File: src/rtl/approx_sklansky_pipe_pkg.sv
// ---------------------------------------------------------------------------
// approx_sklansky_pipe_pkg
//
// Shared definitions for the approximate Sklansky adder pipeline.
//   pg_t         : per-bit propagate/generate pair
//   MODE_EXACT   : mode value selecting the exact sum
//   MODE_APPROX  : mode value selecting the approximate sum
//   make_pg()    : builds the pg pair of one operand bit position
// ---------------------------------------------------------------------------
package approx_sklansky_pipe_pkg;

   typedef struct packed {
      logic p;
      logic g;
   } pg_t;

   localparam logic MODE_EXACT  = 1'b0;
   localparam logic MODE_APPROX = 1'b1;

   function automatic pg_t make_pg(input logic a_bit, input logic b_bit);
      pg_t r;
      r.p = a_bit ^ b_bit;
      r.g = a_bit & b_bit;
      return r;
   endfunction

endpackage

File: src/rtl/approx_sklansky_pipe_prefix_net.sv
// ---------------------------------------------------------------------------
// sklansky_prefix_net
//
// Sklansky (divide-and-conquer) parallel-prefix carry network.
// Produces every carry of a WIDTH-bit segment from its per-bit
// propagate/generate terms and the carry entering bit 0 of the segment.
//
// Parameters
//   WIDTH    : segment width in bits (>= 1)
// Ports
//   p_i      in  [WIDTH-1:0]  per-bit propagate
//   g_i      in  [WIDTH-1:0]  per-bit generate
//   seed_i   in               carry into bit 0 of the segment
//   carry_o  out [WIDTH:0]    carry_o[i] = carry into bit i,
//                             carry_o[WIDTH] = carry out of the segment
// ---------------------------------------------------------------------------
module sklansky_prefix_net
   import approx_sklansky_pipe_pkg::*;
#(
   parameter int WIDTH = 16
) (
   input  logic [WIDTH-1:0] p_i,
   input  logic [WIDTH-1:0] g_i,
   input  logic             seed_i,
   output logic [WIDTH:0]   carry_o
);

   localparam int LEVELS = (WIDTH > 1) ? $clog2(WIDTH) : 0;

   // Each level doubles the span of every group. At level lvl, a bit whose
   // index has bit lvl set merges with the top bit of the lower half of its
   // 2^(lvl+1) block, so after LEVELS levels every bit i covers [0..i].
   always_comb begin
      logic [WIDTH-1:0] g_cur;
      logic [WIDTH-1:0] p_cur;
      logic [WIDTH-1:0] g_nxt;
      logic [WIDTH-1:0] p_nxt;

      // NOTE: every variable gets a value before any conditional update, so
      // no path through the block leaves one unassigned (no latches).
      g_cur = g_i;
      p_cur = p_i;
      g_nxt = g_i;
      p_nxt = p_i;
      carry_o = '0;

      for (int lvl = 0; lvl < LEVELS; lvl++) begin
         g_nxt = g_cur;
         p_nxt = p_cur;
         for (int i = 0; i < WIDTH; i++) begin
            if (((i >> lvl) & 1) == 1) begin
               g_nxt[i] = g_cur[i] | (p_cur[i] & g_cur[((i >> lvl) << lvl) - 1]);
               p_nxt[i] = p_cur[i] & p_cur[((i >> lvl) << lvl) - 1];
            end
         end
         g_cur = g_nxt;
         p_cur = p_nxt;
      end

      // Fold the segment seed into each group term to get the carries.
      carry_o[0] = seed_i;
      for (int i = 0; i < WIDTH; i++) begin
         carry_o[i+1] = g_cur[i] | (p_cur[i] & seed_i);
      end
   end

endmodule

File: src/rtl/approx_sklansky_pipe.sv
// ---------------------------------------------------------------------------
// approx_sklansky_pipe
//
// Two-stage pipelined adder offering an exact Sklansky sum and an
// approximate sum whose low APPROX_K carries do not propagate. Also flags
// beats where the approximation is wrong and counts them (saturating).
//
// Stage S1 registers the operands, carry-in, mode and per-bit p/g.
// Stage S2 registers sum, cout and err. Valid/ready handshake on both sides.
//
// Parameters
//   WIDTH     operand width (4..64)
//   APPROX_K  number of low bits with non-propagating carries (0..WIDTH)
//   CNT_W     error counter width
// Ports
//   clk        in   clock, rising edge
//   rst_n      in   synchronous active-low reset
//   in_valid   in   operand beat valid
//   in_ready   out  beat accepted this cycle when in_valid is high
//   a, b       in   operands
//   cin        in   carry-in
//   mode       in   0 = exact, 1 = approximate (sampled with the beat)
//   out_valid  out  result beat valid
//   out_ready  in   downstream accepts the result
//   sum        out  result sum
//   cout       out  carry out of bit WIDTH-1
//   err        out  approximate result differs from exact for this beat
//   err_cnt    out  saturating count of delivered beats with err=1
//   cnt_clr    in   synchronous clear of err_cnt
// ---------------------------------------------------------------------------
module approx_sklansky_pipe
   import approx_sklansky_pipe_pkg::*;
#(
   parameter int WIDTH    = 16,
   parameter int APPROX_K = 8,
   parameter int CNT_W    = 16
) (
   input  logic             clk,
   input  logic             rst_n,
   input  logic             in_valid,
   output logic             in_ready,
   input  logic [WIDTH-1:0] a,
   input  logic [WIDTH-1:0] b,
   input  logic             cin,
   input  logic             mode,
   output logic             out_valid,
   input  logic             out_ready,
   output logic [WIDTH-1:0] sum,
   output logic             cout,
   output logic             err,
   output logic [CNT_W-1:0] err_cnt,
   input  logic             cnt_clr
);

   localparam logic [CNT_W-1:0] CNT_MAX = '1;

   // ------------------------------------------------------------------
   // Handshake
   // ------------------------------------------------------------------
   logic s1_valid_q;
   logic out_valid_q;
   logic s2_adv;
   logic s1_load;

   // S2 can take a new beat when it is empty or its result leaves now;
   // S1 can take a new beat when it is empty or its beat moves into S2.
   assign s2_adv   = !out_valid_q || out_ready;
   assign in_ready = !s1_valid_q || s2_adv;
   assign s1_load  = in_valid && in_ready;

   // ------------------------------------------------------------------
   // Stage 1
   // ------------------------------------------------------------------
   pg_t  [WIDTH-1:0] pg_d;
   pg_t  [WIDTH-1:0] pg_q;
   logic [WIDTH-1:0] a_q;
   logic [WIDTH-1:0] b_q;
   logic             cin_q;
   logic             mode_q;

   always_comb begin
      pg_d = '0;
      for (int i = 0; i < WIDTH; i++) begin
         pg_d[i] = make_pg(a[i], b[i]);
      end
   end

   always_ff @(posedge clk) begin
      // NOTE: state is updated with non-blocking assignments so every
      // register samples the pre-edge value of every other register.
      if (!rst_n) begin
         s1_valid_q <= 1'b0;
      end else if (in_ready) begin
         s1_valid_q <= in_valid;
      end
   end

   // NOTE: the S1 payload is qualified by s1_valid_q and is never observed
   // while invalid, so it carries no reset and only loads on acceptance.
   always_ff @(posedge clk) begin
      if (s1_load) begin
         a_q    <= a;
         b_q    <= b;
         cin_q  <= cin;
         mode_q <= mode;
         pg_q   <= pg_d;
      end
   end

   // ------------------------------------------------------------------
   // Exact path: full-width Sklansky network on the registered p/g
   // ------------------------------------------------------------------
   logic [WIDTH-1:0] ex_p;
   logic [WIDTH-1:0] ex_g;
   logic [WIDTH:0]   ex_c;
   logic [WIDTH-1:0] ex_sum;
   logic             ex_cout;

   always_comb begin
      ex_p = '0;
      ex_g = '0;
      for (int i = 0; i < WIDTH; i++) begin
         ex_p[i] = pg_q[i].p;
         ex_g[i] = pg_q[i].g;
      end
   end

   sklansky_prefix_net #(
      .WIDTH (WIDTH)
   ) u_exact_net (
      .p_i     (ex_p),
      .g_i     (ex_g),
      .seed_i  (cin_q),
      .carry_o (ex_c)
   );

   assign ex_sum  = ex_p ^ ex_c[WIDTH-1:0];
   assign ex_cout = ex_c[WIDTH];

   // ------------------------------------------------------------------
   // Approximate path
   // The approximate path rebuilds p/g from the registered operands;
   // these terms are identical to pg_q and are shared after synthesis.
   // ------------------------------------------------------------------
   logic [WIDTH-1:0]  ap_p;
   logic [WIDTH-1:0]  ap_g;
   logic [APPROX_K:0] lo_c;
   logic [WIDTH:0]    ap_c;
   logic [WIDTH-1:0]  ap_sum;
   logic              ap_cout;

   assign ap_p = a_q ^ b_q;
   assign ap_g = a_q & b_q;

   // Low segment: carry into bit i (1..APPROX_K) is just the generate of
   // bit i-1; nothing ripples. lo_c[APPROX_K] seeds the upper segment.
   always_comb begin
      lo_c    = '0;
      lo_c[0] = cin_q;
      for (int i = 1; i <= APPROX_K; i++) begin
         lo_c[i] = ap_g[i-1];
      end
   end

   if (APPROX_K < WIDTH) begin : g_upper
      logic [WIDTH-APPROX_K:0] up_c;

      sklansky_prefix_net #(
         .WIDTH (WIDTH - APPROX_K)
      ) u_upper_net (
         .p_i     (ap_p[WIDTH-1:APPROX_K]),
         .g_i     (ap_g[WIDTH-1:APPROX_K]),
         .seed_i  (lo_c[APPROX_K]),
         .carry_o (up_c)
      );

      // up_c[0] equals lo_c[APPROX_K], so the upper net owns that carry.
      if (APPROX_K > 0) begin : g_split
         assign ap_c = {up_c, lo_c[APPROX_K-1:0]};
      end else begin : g_exact_equiv
         assign ap_c = up_c;
      end
   end else begin : g_all_approx
      assign ap_c = lo_c;
   end

   assign ap_sum  = ap_p ^ ap_c[WIDTH-1:0];
   assign ap_cout = ap_c[WIDTH];

   // ------------------------------------------------------------------
   // Result selection and stage 2
   // ------------------------------------------------------------------
   logic             approx_sel;
   logic [WIDTH-1:0] sum_d;
   logic             cout_d;
   logic             err_d;
   logic [WIDTH-1:0] sum_q;
   logic             cout_q;
   logic             err_q;

   assign approx_sel = (mode_q == MODE_APPROX);
   assign sum_d      = approx_sel ? ap_sum  : ex_sum;
   assign cout_d     = approx_sel ? ap_cout : ex_cout;
   assign err_d      = approx_sel && ({ap_cout, ap_sum} != {ex_cout, ex_sum});

   // S2 only moves when it may advance, which keeps the outputs stable
   // while a result is stalled by out_ready=0.
   always_ff @(posedge clk) begin
      if (!rst_n) begin
         out_valid_q <= 1'b0;
         sum_q       <= '0;
         cout_q      <= 1'b0;
         err_q       <= 1'b0;
      end else if (s2_adv) begin
         out_valid_q <= s1_valid_q;
         if (s1_valid_q) begin
            sum_q  <= sum_d;
            cout_q <= cout_d;
            err_q  <= err_d;
         end
      end
   end

   // ------------------------------------------------------------------
   // Error counter: counts delivered erroring beats, saturates at max.
   // A clear coinciding with a counted transfer leaves a count of one.
   // ------------------------------------------------------------------
   logic             err_inc;
   logic [CNT_W-1:0] err_cnt_d;
   logic [CNT_W-1:0] err_cnt_q;

   assign err_inc = out_valid_q && out_ready && err_q;

   always_comb begin
      err_cnt_d = err_cnt_q;
      if (cnt_clr) begin
         err_cnt_d = err_inc ? CNT_W'(1) : '0;
      end else if (err_inc && (err_cnt_q != CNT_MAX)) begin
         err_cnt_d = err_cnt_q + CNT_W'(1);
      end
   end

   always_ff @(posedge clk) begin
      if (!rst_n) begin
         err_cnt_q <= '0;
      end else begin
         err_cnt_q <= err_cnt_d;
      end
   end

   // ------------------------------------------------------------------
   // Outputs
   // ------------------------------------------------------------------
   assign out_valid = out_valid_q;
   assign sum       = sum_q;
   assign cout      = cout_q;
   assign err       = err_q;
   assign err_cnt   = err_cnt_q;

endmodule

File: config.mk
export PLATFORM = sky130hd
export DESIGN_NAME = approx_sklansky_pipe
export DESIGN_NICKNAME = d
export VERILOG_FILES = /design/src/rtl/approx_sklansky_pipe_pkg.sv /design/src/rtl/approx_sklansky_pipe_prefix_net.sv /design/src/rtl/approx_sklansky_pipe.sv
export SDC_FILE = /design/constraint.sdc
export NUM_CORES = 1
export LEC_CHECK = 0
export CORE_AREA = 5 5 121 123
export CTS_CLUSTER_DIAMETER = 30
export DETAILED_ROUTE_END_ITERATION = 7
export DIE_AREA = 0 0 126 128
export RECOVER_POWER = 100
export SYNTH_ARGS = -nofsm -noshare
export SYNTH_HDL_FRONTEND = slang
export SYNTH_SLANG_ARGS = --single-unit
File: constraint.sdc
create_clock -name clk -period 3.6 [get_ports clk]
set_input_delay 0.54 -clock clk [delete_from_list [all_inputs] [get_ports clk]]
set_output_delay 0.54 -clock clk [all_outputs]
set_load 0.02 [all_outputs]
==> results by group, run 1 <==
Timing
  • Final-report max-slew violation count: 0
  • Maximum clock rate: 355 MHz
  • Setup skew after layout: 0.00973 ns
  • Final sum of negative setup slack: 0 ns
  • Crit share post-route: 0.781
  • Unrepaired setup endpoints after global routing: no
  • Clock period minus final worst setup slack: 2.81 ns
  • Actual transition at the worst max-transition pin: 1.46 ns
  • Max-slew headroom at the worst pin: 0.0265
  • Number of setup violations in the final report: 0
  • Final hold vios: 0

Clock network
  • CTS tree: yes
  • CTS buffer count: 9
  • Number of cells upsized or downsized after cts: 0
  • Maximum root-to-sink buffer count: 2
  • Clk slew on worst S/H paths: 0.07 ns
  • Clock Root Buffer: sky130_fd_sc_hd__clkbuf_16
  • Later-pin clock latency in the skew report: 0.35 ns
  • Total clock sinks: 102
  • # hold bufs at CTS: 0
  • Setup repair bufs after CTS: 0
  • Total number of H-tree levels: 3

Logic synthesis
  • Combined area of all synthesized cells: 5210 µm²
  • Unique cell type count in the Yosys netlist: 63
  • Top flip-flop cell by instance count after synthesis: sky130_fd_sc_hd__edfxtp_1
  • Count of synthesis-stage warnings from yosys: 0
  • Share of async-settable or async-resettable flops after synthesis: 0
  • Main combinational cell family by area after synthesis: compound AO/OA/AOI/OAI gates
  • Synth Area in XOR/XNOR: 0.109
  • Adder-cell share of the synthesized area: 0.0855
  • EDFF count, synth: 66
  • Share of cell area taken by muxes after synthesis: 0.0120
  • Register bit total from synthesis: 102
  • Net count of the mapped netlist: 526
  • Mean cell area of the mapped netlist: 11.5 µm²
  • Synth Instances: 452
  • Sequential area share after synthesis: 0.519
  • Compound-cell area share of the yosys netlist: 0.138
  • Simple-gate area share of the yosys netlist: 0.115

Die
  • Standard cell core area: 13,600 µm²
  • I/O pin count: 75
  • Die outline width: 126 µm
  • Die area: 16,100 µm²
  • Cell row count: 43
  • Die height: 128 µm
  • Starting utilization of the core area: 0.384

Routing
  • Mean number of vias per cell: 5.09
  • DR vias: 3,637
  • Pre-Repair DR Iteration Count: 4
  • DR WL/cell: 15.6 µm
  • Final ANT Viol Nets: 0
  • Drt initial violations: 206
  • Total Routed Length: 11,100 µm
  • DRC errors left: 0

Pwr
  • IR Drop Worst-Case VDD: 0.000235 V
  • Total power density per cell area: 427 nW/µm²
  • Leak: 2.48 nW

Critical path
  • Critical Path AT: 3.04 ns
  • Crit path launch: a_q[8]
  • Largest fanout on the critical path: 4
  • CP Capture Type: flop
  • Critical path class: reg2reg
  • Critical register-to-register path startpoint: a_q[8]
  • CP required: 3.83 ns
  • Nature of the critical path startpoint: flop

Worst hold path
  • Hold_sp: cout
  • Hold WC Path Type: reg2reg

GRT
  • Total routing usage reported by global routing: 0.146
  • Pin count of the biggest net entering global routing: 39
  • Gr ovfl total: 0
  • Initial antenna violation count: 0
  • Global-route wire length before repair: 18,600 µm
  • Vias in the first global route: 3,718

Layout
  • Number of diodes added for antenna fixing: 0
  • Post-layout util: 0.472
  • Share of layout cells above drive strength 1: 0.0542
  • Layout area overhead: 22.8%
  • Fin nets: 604

Place
  • Post-DP HPWL: 8540 µm
  • Port buffer count: 74
  • Final RePlAce weighted congestion: 0.859

Run status
  • Run status: finished, final reports clean

Job
  • Reported max-cap violation count: 0
## flip-flops by register name, indices dropped and copies added, names as in the netlist
signal,cells
a_q,16
approx_sel,1
b_q,16
cin_q,1
cout,1
err,1
err_cnt,16
ex_g,16
ex_p,16
out_valid,1
s1_valid_q,1
sum,16
## layout by cell type (no fill, tap or decap), drive strengths merged, types with 16 or more instances in the layout
cell,instances
nand2,29
nor2,50
xnor2,26
o21ai,16
xor2,21
ha,34
clkbuf,16
dfxtp,36
edfxtp,66
dlygate4sd3,72
a21oi,24
## critical path: stages, from the launching register on
cell and delay, ns:
sky130_fd_sc_hd__edfxtp_1 0.43, sky130_fd_sc_hd__ha_1 0.34, sky130_fd_sc_hd__a211o_1 0.31, sky130_fd_sc_hd__a21oi_1 0.24, sky130_fd_sc_hd__xor2_1 0.31, sky130_fd_sc_hd__mux2_2 0.37, sky130_fd_sc_hd__a211oi_1 0.21, sky130_fd_sc_hd__nand4_1 0.13
sky130_fd_sc_hd__o31ai_1 0.26, sky130_fd_sc_hd__nand3_1 0.09
## stage by stage
step | setup WS (ns) | hold WS, ns | power [mW] | cells | instance area (µm²)
finish | 0.787 | 0.464 | 2.73 | 715 | 6400
global route | 0.511 | 0.481 | 2.89 | 715 | 6400
CTS | 0.771 | 0.469 | 2.79 | 715 | 6420
detailed placement | 0.796 | 0.454 | 1.93 | 699 | 6170
global placement | 0.883 | 0.456 | 1.92 | 699 | 6170
floorplan | 0.777 | 0.496 | 1.74 | 452 | 5210
## final cells by class
class | instances | area (µm²)
sequential | 102 | 2700
fill | 1272 | 7160
timing repair buffer | 80 | 772
multi-input combinational | 322 | 2390
clock inverter | 4 | 15.0
clock buffer | 12 | 236
tap | 180 | 225
inverter | 15 | 56.3
## worst paths after layout
| path | end | slack, ns | cells after the start |
|---|---|---|---|
| max | err | 0.79 | 9 |
| min | cout | 0.46 | 2 |
| max reg2reg | err | 0.79 | 9 |
| min reg2reg | cout | 0.46 | 2 |
## routing by layer
metal  vias up  GRT usage  share of wire
met5         -          0              0
met4         0     0.0574          0.017
met3        13     0.0317          0.051
met2        94      0.236           0.47
met1      1697      0.192           0.46
li1       1833          -              -
## synthesized netlist by cell type, types with 2 or more instances
cell type	n	share of area
sky130_fd_sc_hd__a211oi_1	6	0.0086
sky130_fd_sc_hd__clkbuf_1	12	0.0086
sky130_fd_sc_hd__a2111oi_0	4	0.0067
sky130_fd_sc_hd__and2_1	5	0.0060
sky130_fd_sc_hd__o211ai_1	5	0.0072
sky130_fd_sc_hd__a41oi_1	2	0.0034
sky130_fd_sc_hd__nand4_1	5	0.0060
sky130_fd_sc_hd__xor2_1	21	0.035
sky130_fd_sc_hd__o21bai_1	3	0.0043
sky130_fd_sc_hd__nand2_1	29	0.021
sky130_fd_sc_hd__nand3_1	13	0.012
sky130_fd_sc_hd__and4_1	2	0.0034
sky130_fd_sc_hd__a21oi_2	2	0.0034
sky130_fd_sc_hd__o21ai_0	13	0.012
sky130_fd_sc_hd__a21oi_1	22	0.021
sky130_fd_sc_hd__o22a_1	2	0.0034
sky130_fd_sc_hd__nor3_1	14	0.013
sky130_fd_sc_hd__xnor2_1	26	0.044
sky130_fd_sc_hd__o21ai_1	2	0.0019
sky130_fd_sc_hd__mux2_2	2	0.0043
sky130_fd_sc_hd__edfxtp_1	66	0.38
sky130_fd_sc_hd__ha_1	34	0.082
sky130_fd_sc_hd__a311oi_1	4	0.0067
sky130_fd_sc_hd__nor2_1	50	0.036
sky130_fd_sc_hd__and3_1	4	0.0048
sky130_fd_sc_hd__nand2b_1	2	0.0024
sky130_fd_sc_hd__dfxtp_1	36	0.14
sky130_fd_sc_hd__a211o_1	3	0.0050
sky130_fd_sc_hd__a21o_1	5	0.0072
sky130_fd_sc_hd__nor2b_1	2	0.0024
sky130_fd_sc_hd__xnor3_1	7	0.030
sky130_fd_sc_hd__inv_1	14	0.010
sky130_fd_sc_hd__o21a_1	2	0.0029
sky130_fd_sc_hd__mux2i_1	4	0.0077
## cells by family after synthesis
| logic type | count (synthesis) |
|---|---|
| and+or+nand+nor | 131 |
| DFF | 102 |
| AOI/OAI and AO/OA | 96 |
| xor gates and xnor gates | 54 |
| adders and majority gates | 35 |
| buffers and inverters | 28 |
| muxes | 6 |
## report_power, final
part,internal [mW],total (mW),switching [mW]
combinational,0.241,0.503,0.262
clock,0.460,0.851,0.391
sequential,1.32,1.38,0.0549
Note: power is estimated with default switching activity, not from simulation.
==> run 2: changes to the inputs <==
clock period = 2.4 ns   (was 3.6 ns; I/O delays follow)
==> results by group, run 2 (same netlist as run 1, synthesis figures left out) <==
Worst hold path
  • Cell count of the worst hold path: 2
  • Hold_sp: cout
  • Capture endpoint of the worst hold path: cout
  • Hold WC Path Type: reg2reg

Clock network
  • Total number of H-tree levels: 3
  • Later-pin clock latency in the skew report: 0.34 ns
  • CTS tree: yes
  • Clk slew on worst S/H paths: 0.07 ns
  • CTS buffer count: 9
  • # hold bufs at CTS: 0
  • Maximum root-to-sink buffer count: 2
  • Clock Root Buffer: sky130_fd_sc_hd__clkbuf_16
  • Total clock sinks: 102

Place
  • Port buffer count: 74
  • Final RePlAce weighted congestion: 0.835
  • Post-place setup slack: -0.302 ns
  • Post-DP HPWL: 8810 µm
  • Placed Instances: 723

Layout
  • Layout area overhead: 30.3%
  • Count of placed standard cells in the final layout, fillers left out: 742
  • Filler Cells Inserted: 1,243
  • Number of diodes added for antenna fixing: 0
  • Fin nets: 632
  • Share of layout cells above drive strength 1: 0.137
  • Leading cell type in the layout, fill and taps excluded: sky130_fd_sc_hd__dlygate4sd3_1
  • Commonest cells after routing, fill and taps aside: 71 x sky130_fd_sc_hd__dlygate4sd3_1, 66 x sky130_fd_sc_hd__edfxtp_1, 50 x sky130_fd_sc_hd__nor2_1, 36 x sky130_fd_sc_hd__dfxtp_1, 33 x sky130_fd_sc_hd__ha_1

Pwr
  • Share of total power consumed by net switching: 0.255
  • Flop pwr share: 0.467
  • Power dissipated by switching net loads: 1.13 mW
  • Internal power summed over all cells: 3.29 mW
  • Clock share of power: 0.332
  • IR Drop Worst-Case VDD: 0.000385 V
  • Share of total power in combinational logic: 0.201
  • Leak: 2.68 nW
  • Total power density per cell area: 650 nW/µm²

Die
  • Die outline width: 126 µm
  • Starting utilization of the core area: 0.384
  • Die area: 16,100 µm²
  • Cell row count: 43
  • I/O pin count: 75
  • Die height: 128 µm
  • Standard cell core area: 13,600 µm²

Timing
  • Maximum clock rate: 385 MHz
  • Actual transition at the worst max-transition pin: 1.06 ns
  • Unrepaired setup endpoints after global routing: yes
  • Number of setup violations in the final report: 2
  • Worst hold margin: 0.485 ns
  • Final-report max-slew violation count: 0
  • Clock period minus final worst setup slack: 2.60 ns
  • Setup skew after layout: 0.00536 ns
  • Final hold vios: 0
  • Max-slew headroom at the worst pin: 0.297
  • Min setup slack post-route: -0.198 ns
  • Crit share post-route: 1.08

Critical path
  • CP required: 2.62 ns
  • Nature of the critical path startpoint: flop
  • Critical Path AT: 2.82 ns
  • Crit path launch: a_q[7]
  • Critical path class: reg2reg
  • Count of cells along the worst register-to-register path: 10
  • Largest fanout on the critical path: 3
  • R2r endpoint: err
  • Critical register-to-register path startpoint: a_q[7]
  • CP Capture Type: flop
  • Worst-case register-to-register setup slack: -0.20 ns

GRT
  • Total routing usage reported by global routing: 0.154
  • Initial antenna violation count: 0
  • Gr ovfl total: 0
  • Global-route wire length before repair: 19,600 µm
  • Pin count of the biggest net entering global routing: 36
  • Vias in the first global route: 3,944

Routing
  • DRC errors left: 0
  • DR vias: 3,771
  • Mean number of vias per cell: 5.08
  • Final ANT Viol Nets: 0
  • Total Routed Length: 11,800 µm
  • Drt initial violations: 167
  • DR WL/cell: 15.9 µm
  • Pre-Repair DR Iteration Count: 4

Job
  • Reported max-cap violation count: 0

Run status
  • Failing checks: negative setup slack
  • Run status: finished, violations left
## run 2: changes by cell type in the layout (fill, tap and decap cells not counted), moves of 3 or more
cell	before	now
sky130_fd_sc_hd__buf_4	2	27
sky130_fd_sc_hd__xor2_1	21	18
sky130_fd_sc_hd__xnor2_1	26	23
sky130_fd_sc_hd__a2111oi_0	4	1
sky130_fd_sc_hd__xnor2_2	0	3
sky130_fd_sc_hd__clkinv_1	5	1
sky130_fd_sc_hd__a21oi_1	22	19
sky130_fd_sc_hd__xor2_2	0	3
## run 2: how the worst max path moves through the flow
stage / end / depth (start not counted)
2_1_floorplan: err / 9
3_3_place_gp: err / 10
3_5_place_dp: err / 10
4_1_cts: err / 9
5_1_grt: err / 10
6_report: err / 10
## run 2: final cells by class
type / instances / area, µm² / share of cell area
clock buffers: 14 / 264 / 0.0389
repair buffers: 108 / 998 / 0.147
multi-input cells: 322 / 2510 / 0.370
clock inverters: 1 / 30.0 / 0.00442
well taps: 180 / 225 / 0.0332
flip-flops and latches: 102 / 2700 / 0.398
inverters: 15 / 56.3 / 0.00829
## run 2: metal layers
metal	vias to the layer above	GRT usage	part of all wire
li1	1873	-	-
met1	1809	0.200	0.47
met2	75	0.251	0.48
met3	14	0.0346	0.040
met4	0	0.0612	0.019
met5	-	0	0
## run 2: metrics by stage
stage / power, mW / area, µm² / util / TNS, ns
3_5_place_dp: 2.96 / 6390 / 0.471 / -0.302
5_1_grt: 4.65 / 6790 / 0.501 / -0.834
2_1_floorplan: 2.63 / 5240 / - / -0.0557
3_3_place_gp: 2.95 / 6390 / 0.471 / -0.168
4_1_cts: 4.45 / 6730 / 0.496 / -0.462
6_report: 4.41 / 6790 / 0.501 / -0.207
## run 2: repair_timing
| item | in CTS | in global routing |
|---|---|---|
| gates cloned | 0 | 0 |
| resized for setup | 6 | 17 |
| pin swaps | 8 | 11 |
| buffers inserted | 3 | 1 |
| endpoints found under the setup margin | 1 | 5 |
## run 2: power by group through the flow
stage          clock network (mW)  logic (mW)  registers, mW
2_1_floorplan                   0       0.522           2.11
3_3_place_gp                    0       0.855           2.09
3_5_place_dp                    0       0.861           2.10
4_1_cts                      1.50       0.887           2.06
5_1_grt                      1.60       0.980           2.07
6_report                     1.47       0.889           2.06
## run 2: critical path: stages, from the launching register on
cell	delay, ns
sky130_fd_sc_hd__edfxtp_1	0.39
sky130_fd_sc_hd__ha_2	0.23
sky130_fd_sc_hd__fa_2	0.36
sky130_fd_sc_hd__xnor2_2	0.18
sky130_fd_sc_hd__xnor2_1	0.16
sky130_fd_sc_hd__xnor2_1	0.14
sky130_fd_sc_hd__nand4_1	0.13
sky130_fd_sc_hd__a2111oi_2	0.36
sky130_fd_sc_hd__nand4_1	0.18
sky130_fd_sc_hd__o31ai_1	0.28
sky130_fd_sc_hd__nand3_1	0.09
==> run 3: changes to the inputs <==
CORE_AREA = 5 5 118 120   (was 5 5 121 123)
DIE_AREA = 0 0 123 125   (was 0 0 126 128)
SYNTH_HIERARCHICAL = 1   (was default)
==> results by group, run 3 <==
Run status
  • Run status: finished, violations left
  • Failing checks: negative setup slack

Logic synthesis
  • Net count of the mapped netlist: 504
  • Count of synthesis-stage warnings from yosys: 6
  • Top post-synthesis cells by area: sky130_fd_sc_hd__edfxtp_1 40%, sky130_fd_sc_hd__dfxtp_1 14%, sky130_fd_sc_hd__ha_1 8.3%
  • Unique cell type count in the Yosys netlist: 47
  • EDFF count, synth: 66
  • Cell type with the highest aggregate area in the netlist: sky130_fd_sc_hd__edfxtp_1
  • Share of async-settable or async-resettable flops after synthesis: 0
  • Sequential area share after synthesis: 0.542
  • Dominant cell by count in the synthesized netlist: sky130_fd_sc_hd__edfxtp_1
  • Mean cell area of the mapped netlist: 11.5 µm²
  • Top flip-flop cell by instance count after synthesis: sky130_fd_sc_hd__edfxtp_1
  • Register bit total from synthesis: 102
  • Share of Yosys cell area claimed by the top area cell type: 0.398
  • Top cell types by occurrence after synthesis: 66 x sky130_fd_sc_hd__edfxtp_1, 47 x sky130_fd_sc_hd__nor2_1, 36 x sky130_fd_sc_hd__dfxtp_1
  • Combined area of all synthesized cells: 4980 µm²
  • Synth Instances: 432

Critical path
  • CP required: 2.64 ns
  • Critical path, cell by cell: a211oi_2 > nor2_2 > o41ai_2 > clkbuf_2 > nand2_2 > xor2_1 > xnor2_1 > or3_1 > o31ai_2 > nand3_1
  • Nature of the critical path startpoint: flop
  • Largest fanout on the critical path: 3
  • Critical path class: reg2reg
  • Top Family by Delay on Critical Path: compound AO/OA/AOI/OAI gates
  • CP Capture Type: flop
  • WP buf/inv: 1
  • CP max stage delay: 0.41 ns
  • Crit path max-delay cell type: sky130_fd_sc_hd__edfxtp_1
  • Critical Path AT: 2.66 ns

Timing
  • Max-slew headroom at the worst pin: 0.397
  • Setup skew after layout: 0.00601 ns
  • Actual transition at the worst max-transition pin: 0.905 ns
  • Final-report max-slew violation count: 0
  • Clock period minus final worst setup slack: 2.43 ns
  • Maximum clock rate: 412 MHz
  • Unrepaired setup endpoints after global routing: yes
  • Crit share post-route: 1.01
  • Min setup slack post-route: -0.0284 ns
  • Number of setup violations in the final report: 1
  • Final hold vios: 0

Pwr
  • Share of total power in combinational logic: 0.187
  • Power dissipated by switching net loads: 1.12 mW
  • Leak: 2.54 nW
  • Clock share of power: 0.332
  • Flop pwr share: 0.481
  • Internal power summed over all cells: 3.11 mW
  • IR Drop Worst-Case VDD: 0.000401 V
  • Total power density per cell area: 643 nW/µm²
  • Share of total power consumed by net switching: 0.266

Layout
  • Leading cell type in the layout, fill and taps excluded: sky130_fd_sc_hd__dlygate4sd3_1
  • Count of placed standard cells in the final layout, fillers left out: 731
  • Commonest cells after routing, fill and taps aside: 71 x sky130_fd_sc_hd__dlygate4sd3_1, 66 x sky130_fd_sc_hd__edfxtp_1, 45 x sky130_fd_sc_hd__nor2_1, 42 x sky130_fd_sc_hd__buf_4, 36 x sky130_fd_sc_hd__dfxtp_1
  • Layout area overhead: 32.2%
  • Post-layout util: 0.512
  • Multi-input gate area in the final layout: 2270 µm²
  • Share of layout cells above drive strength 1: 0.162
  • Footprint of the flip-flops and latches: 2700 µm²
  • Number of diodes added for antenna fixing: 0
  • Fin nets: 622
  • Filler Cells Inserted: 1,161

Clock network
  • Total number of H-tree levels: 3
  • Clock Root Buffer: sky130_fd_sc_hd__clkbuf_16
  • Maximum root-to-sink buffer count: 2
  • CTS buffer count: 9
  • Clk slew on worst S/H paths: 0.07 ns
  • Total clock sinks: 102
  • # hold bufs at CTS: 0
  • CTS tree: yes
  • Later-pin clock latency in the skew report: 0.35 ns

Place
  • Post-DP HPWL: 8110 µm
  • Final RePlAce weighted congestion: 0.793
  • Port buffer count: 74
  • Placed Instances: 710

Die
  • Die outline width: 123 µm
  • Die area: 15,400 µm²
  • Standard cell core area: 12,900 µm²
  • Cell row count: 42
  • Die height: 125 µm
  • Starting utilization of the core area: 0.387
  • I/O pin count: 75

Routing
  • DR WL/cell: 14.7 µm
  • DR vias: 3,590
  • DRC errors left: 0
  • Pre-Repair DR Iteration Count: 4
  • Final ANT Viol Nets: 0
  • Mean number of vias per cell: 4.91
  • Drt initial violations: 158
  • Total Routed Length: 10,800 µm

GRT
  • Pin count of the biggest net entering global routing: 37
  • Gr ovfl total: 0
  • Vias in the first global route: 3,741
  • Total routing usage reported by global routing: 0.146
  • Global-route wire length before repair: 17,700 µm
  • Initial antenna violation count: 0

Worst hold path
  • Hold WC Path Type: reg2reg

Job
  • Reported max-cap violation count: 0
## run 3: cell count changes after synthesis, sizes merged, moves of 8 or more
cell,previous run,this run
a211oi,8,18
inv,14,6
nand2,29,15
nor2b,2,20
## run 3: worst paths after layout
| kind | from | to | slack, ns | cells past startpoint |
|---|---|---|---|---|
| worst max-delay path | ex_g[8] | err | -0.03 | 10 |
| worst min-delay path | sum[0] | sum[0] | 0.51 | 2 |
| worst max register to register | ex_g[8] | err | -0.03 | 10 |
| worst min register to register | sum[0] | sum[0] | 0.51 | 2 |
## run 3: cell type report
type                    count  area share
clock buffers              10      0.0363
inverters                   6     0.00342
clock inverters             6     0.00797
multi-input cells         310       0.345
repair buffers            121       0.164
flip-flops and latches    102       0.410
well taps                 176      0.0334
## run 3: cells by family (layout without fill, tap and decap cells)
kind of cell | count (synthesis) | after routing | synth area share
and+or+nand+nor | 135 | 135 | 0.140
DFF | 102 | 102 | 0.542
AOI/OAI and AO/OA | 79 | 79 | 0.105
xor gates and xnor gates | 61 | 61 | 0.107
adders and majority gates | 33 | 33 | 0.0828
buffers and inverters | 20 | 143 | 0.0173
muxes | 2 | 2 | 0.00502
## run 3: what timing repair did
item                                    CTS  global route
setup buffers                             5             0
resized for setup                        16             3
pin swaps                                17             4
endpoints found under the setup margin    4             3
## run 3: tightest hold or removal path: cells and delay by family, from the launching register on
kind / cells / cell delay [ns]
DFF: 1 / 0.33
AOI/OAI and AO/OA: 1 / 0.06
and+or+nand+nor: 1 / 0.09
## run 3: per-layer routing
metal | up-vias | part of all wire | global-route usage
li1 | 1799 | - | -
met1 | 1698 | 0.44 | 0.176
met2 | 79 | 0.49 | 0.251
met3 | 14 | 0.046 | 0.0420
met4 | 0 | 0.018 | 0.0450
met5 | - | 0 | 0
## run 3: per-stage QoR
step           worst slack [ns]  hold slack (ns)  instance area (µm²)  setup TNS, ns  power, mW
6_report                -0.0284            0.510                 6590        -0.0284       4.24
2_1_floorplan           0.00513            0.459                 4990              0       2.52
3_3_place_gp             -0.138            0.496                 6230         -0.138       2.84
3_5_place_dp             -0.181            0.502                 6230         -0.202       2.86
5_1_grt                  -0.246            0.547                 6590         -0.336       4.46
4_1_cts                 -0.0200            0.518                 6640        -0.0200       4.32
## run 3: power groups by stage
stage          clock, mW  sequential, mW  combinational [mW]
2_1_floorplan          0            2.10               0.420
3_3_place_gp           0            2.07               0.770
3_5_place_dp           0            2.08               0.780
4_1_cts             1.45            2.04               0.827
5_1_grt             1.53            2.05               0.875
6_report            1.41            2.04               0.792
